==> config.mk <==
export PLATFORM = sky130hd
export DESIGN_NAME = rr_arb_4x1
export DESIGN_NICKNAME = d
export VERILOG_FILES = /design/src/rtl/rr_arb_4x1.sv
export SDC_FILE = /design/constraint.sdc
export NUM_CORES = 1
export LEC_CHECK = 0
export CORE_MARGIN = 10
export CORE_UTILIZATION = 50
export DETAILED_ROUTE_END_ITERATION = 12
export MAX_ROUTING_LAYER = met4
export PLACE_DENSITY = 0.83
export SLEW_MARGIN = 0
export SYNTH_ARGS = -nofsm -noshare
export SYNTH_HDL_FRONTEND = slang
export SYNTH_SLANG_ARGS = --single-unit
export TNS_END_PERCENT = 100
==> constraint.sdc <==
create_clock -name clk -period 6.3 [get_ports clk]
set_input_delay 1.26 -clock clk [delete_from_list [all_inputs] [get_ports clk]]
set_output_delay 1.26 -clock clk [all_outputs]
set_load 0.005 [all_outputs]
==> src/rtl/rr_arb_4x1.sv <==
// Four-channel round-robin arbiter that drives the select and handshake of a downstream 4:1 mux.
// Optional packet lock (hold the grant until in_last) is enabled by defining ARB_PKT_LOCK_EN.
`timescale 1ns/1ps

module rr_arb_4x1 #(
  parameter int unsigned NUM_CH = 4
) (
  input  logic              clk,
  input  logic              rst,
  input  logic [NUM_CH-1:0] in_valid,
  input  logic [NUM_CH-1:0] in_last,
  output logic [NUM_CH-1:0] in_ready,
  output logic [1:0]        select,
  output logic              out_valid,
  input  logic              out_ready,
  output logic              busy
);

  // The 2-bit select only addresses four inputs.
  if (NUM_CH != 4) begin : gen_bad_num_ch
    $error("rr_arb_4x1: NUM_CH must be 4");
  end

  localparam logic StIdle = 1'b0;
  localparam logic StBusy = 1'b1;

  localparam logic [NUM_CH-1:0] OneHot0 = NUM_CH'(1);

  logic       state_q, state_d;
  logic [1:0] select_q, select_d;
  logic [1:0] ptr_q, ptr_d;

  logic              xfer;
  logic              lock_hold;
  logic [1:0]        next_sel;
  logic [NUM_CH-1:0] masked;

  // First set bit of req, searching start, start+1, ... modulo 4.
  function automatic logic [1:0] rr_pick(input logic [NUM_CH-1:0] req, input logic [1:0] start);
    logic [1:0] idx;
    rr_pick = start;
    for (int k = 3; k >= 0; k--) begin
      idx = start + 2'(k);
      if (req[idx]) rr_pick = idx;
    end
  endfunction

  assign xfer     = (state_q == StBusy) && in_valid[select_q] && out_ready;
  assign next_sel = select_q + 2'd1;
  assign masked   = in_valid & ~(OneHot0 << select_q);

`ifdef ARB_PKT_LOCK_EN
  // Mid-packet beats keep the grant; only the last beat releases it.
  assign lock_hold = xfer && !in_last[select_q];
`else
  logic unused_last;
  assign unused_last = ^in_last;
  assign lock_hold   = 1'b0;
`endif

  always_comb begin
    state_d  = state_q;
    select_d = select_q;
    ptr_d    = ptr_q;
    if (state_q == StIdle) begin
      if (|in_valid) begin
        select_d = rr_pick(in_valid, ptr_q);
        state_d  = StBusy;
      end
    end else begin
      if (xfer && !lock_hold) begin
        ptr_d = next_sel;
        if (|masked) begin
          select_d = rr_pick(masked, next_sel);
        end else begin
          state_d = StIdle;
        end
      end
    end
  end

  always_ff @(posedge clk) begin
    if (rst) begin
      state_q  <= StIdle;
      select_q <= 2'd0;
      ptr_q    <= 2'd0;
    end else begin
      state_q  <= state_d;
      select_q <= select_d;
      ptr_q    <= ptr_d;
    end
  end

  assign busy      = (state_q == StBusy);
  assign select    = select_q;
  assign out_valid = busy && in_valid[select_q];
  assign in_ready  = (busy && out_ready) ? (OneHot0 << select_q) : '0;

  a_ready_onehot0 : assert property (@(posedge clk) disable iff (rst) $onehot0(in_ready));
  a_select_stable : assert property (@(posedge clk) disable iff (rst)
                                     (out_valid && !out_ready) |=> $stable(select));

endmodule

==> results.py <==
metrics = {
    "status": {
        "status": "completed",
    },
    "synthesis": {
        "syn_nets": 98,
        "synth_edf_count": 0,
        "synth_top_cell_area_share_pct": 14.5,
        "yosysSeqAreaShare_pct": 14.5,
        "yosysWarningCount": 0,
        "synth_cell_type_count": 44,
        "synth_ff_type": "dfxtp_1",
        "syn_area_um2": 689,
        "synth_area_leader_cell": "dfxtp_1",
        "synth_seq_cells": 5,
        "synthArstFlopShare_pct": 0,
        "synthesis.instances": 83,
        "syn_area_per_cell_um2": 8.31,
        "synth_area_leaders": "dfxtp_1 15%, ha_1 7.3%, and2b_2 5.1%",
    },
    "sta": {
        "rsz0062_at_grt": "false",
        "fin_crit_sh_pct": 69.0,
        "hold_viol_final": 0,
        "finalSetupViolCount": 0,
        "timing.fmax_ghz": 0.230,
        "finalMaxSlewViolations": 0,
        "worstMarginPinSlew_ns": 0.517,
        "clock_skew_ns": 0.00320,
        "fin_crit_ns": 4.35,
        "setup_tns_ns": 0,
        "slew_headroom_pct": 65.5,
        "holdWs_ns": 0.563,
    },
    "placed_design": {
        "io_buffers": 14,
        "place_inst": 105,
        "dpl.hpwl_mm": 1.31,
        "gp_congestion": 0.766,
        "dpl_cell_area_um2": 779,
    },
    "setup_path": {
        "slowest_delay_ns": 0.61,
        "arrival_ns": 3.09,
        "cp_slowest_cell": "clkdlybuf4s50_1",
        "path_depth": 4,
        "start_kind": "input port",
        "crit_fanout": 12,
        "critical_path.top_delay_family": "buffers and inverters",
        "criticalPathCategory": "in2out",
        "cp.required_ns": 5.04,
        "crit_chain": "clkdlybuf4s50_1 > mux4_2 > and2_2 > clkdlybuf4s50_1",
        "crit_buf_inv": 2,
        "cp-end-kind": "output port",
        "crit_top_cell": "clkdlybuf4s50_1",
        "r2r_cells": 7,
    },
    "drt": {
        "ant_nets": 0,
        "firstDrtPassIters": 4,
        "wl_per_cell_um": 15.4,
        "drt-initial-drc-count": 13,
        "drcViolationCount": 0,
        "vias": 669,
        "wirelength_mm": 1.68,
        "via_per_inst": 6.14,
    },
    "power": {
        "irDropWorstVdd_mv": 0.151,
        "power_uw": 147,
        "leakage_nw": 0.317,
        "power_density_mw_per_mm2": 182,
    },
    "floorplanning": {
        "io-pin-count": 19,
        "dieWidth_um": 57.1,
        "dieArea_mm2": 0.00326,
        "core_mm2": 0.00130,
        "fp-row-count": 13,
        "start_util_pct": 53.0,
        "die_y_um": 57.1,
    },
    "hold_path": {
        "worst_hold_path.num_cells": 2,
        "hp-class": "reg2reg",
    },
    "finish": {
        "area_delta_synth_final_pct": 16.9,
        "fill_cells": 122,
        "drive_above_1_share_pct": 13.8,
        "diodes": 0,
        "layout_common_cells": "14 x clkdlybuf4s50_1, 9 x nor2_1, 7 x inv_1, 5 x dfxtp_1",
        "fin_nets": 110,
        "fin_area_um2": 806,
        "layout_commonest_cell": "clkdlybuf4s50_1",
        "fin_cells": 109,
    },
    "cts": {
        "worstSkewPairLatency_ns": 0.24,
        "clock-root-buffer": "clkbuf_4",
        "ctsResizeCount": 0,
        "clk_pin_slew_ns": 0.04,
        "clock_path_buffers": 2,
        "htreeDepth": 1,
        "cts_hold_buffers": 0,
        "cts.sinks": 5,
        "cts_tree": "built",
        "numCtsBuffers": 3,
        "cts_setup_buffers": 0,
    },
    "global_route": {
        "grt_pass1_wl_mm": 2.84,
        "grt_usage_pct": 10.4,
        "grt_max_degree": 16,
        "antenna_found_initial": 0,
        "first_global_vias": 595,
        "grt_overflow_total": 0,
    },
    "job": {
        "cap_violations": 0,
    },
}
## cell families after synthesis
| logic type | count (synthesis) | share of synthesized area, % |
|---|---|---|
| flops | 5 | 14.5 |
| fa+ha+maj | 4 | 7.26 |
| buf+inv | 14 | 13.8 |
| simple gates | 39 | 36.1 |
| mux | 3 | 6.17 |
| compound gates | 18 | 22.1 |
## tightest hold or removal path, cell delays in order, from the launching register on
cell and delay, ns:
dfxtp_1 0.36, mux2i_1 0.09, nor2_1 0.08
## flip-flops by register name, indices dropped and copies added, names as in the netlist
signal / flops
select: 2
ptr_q: 2
busy: 1
## cell usage after synthesis, types with 2 or more instances
cell type  number
or3b_1          2
nand3b_1        2
nor4_1          2
nor3_1          4
buf_4           2
dfxtp_1         5
ha_1            4
nor2b_1         2
and3_1          4
o21ai_0         2
a211oi_1        2
clkbuf_8        2
inv_1           7
and2b_2         4
mux2i_1         2
nor2_1          9
## report_power, final
part | leakage, nW | switching (mW) | internal [mW]
clock network | 0.0150 | 0.0122 | 0.0239
registers | 0.0412 | 0.00823 | 0.0350
logic | 0.260 | 0.0323 | 0.0353
total | 0.317 | 0.0527 | 0.0942
## layout make-up
class                      count  area [µm²]  share of cell area (%)
clock buffer                   4        26.3                    3.26
inverter                       7        26.3                    3.26
multi-input combinational     64         494                    61.3
sequential                     5         100                    12.4
tap                           15        18.8                    2.33
timing repair buffer          14         140                    17.4
## per-stage QoR
stage	setup slack [ns]	util, %
2_1_floorplan	3.00	-
3_3_place_gp	1.98	59.9
3_5_place_dp	1.97	59.9
4_1_cts	1.97	61.9
5_1_grt	1.88	61.9
6_report	1.95	61.9
## metal layers
layer	GRT usage [%]	vias to the layer above	routed length, µm
li1	-	333	-
met1	12.9	325	779
met2	16.6	7	863
met3	1.33	4	16
met4	4.03	0	25
met5	-	-	0
## worst paths after layout
path | end | slack, ns | from
worst max-delay path | out_valid | 1.95 | in_valid[3]
worst min-delay path | ptr_q[1] | 0.56 | ptr_q[1]
worst max register to register | select[0] | 3.55 | select[0]
worst min register to register | ptr_q[1] | 0.56 | ptr_q[1]
Power figures use the tool's default switching activity.
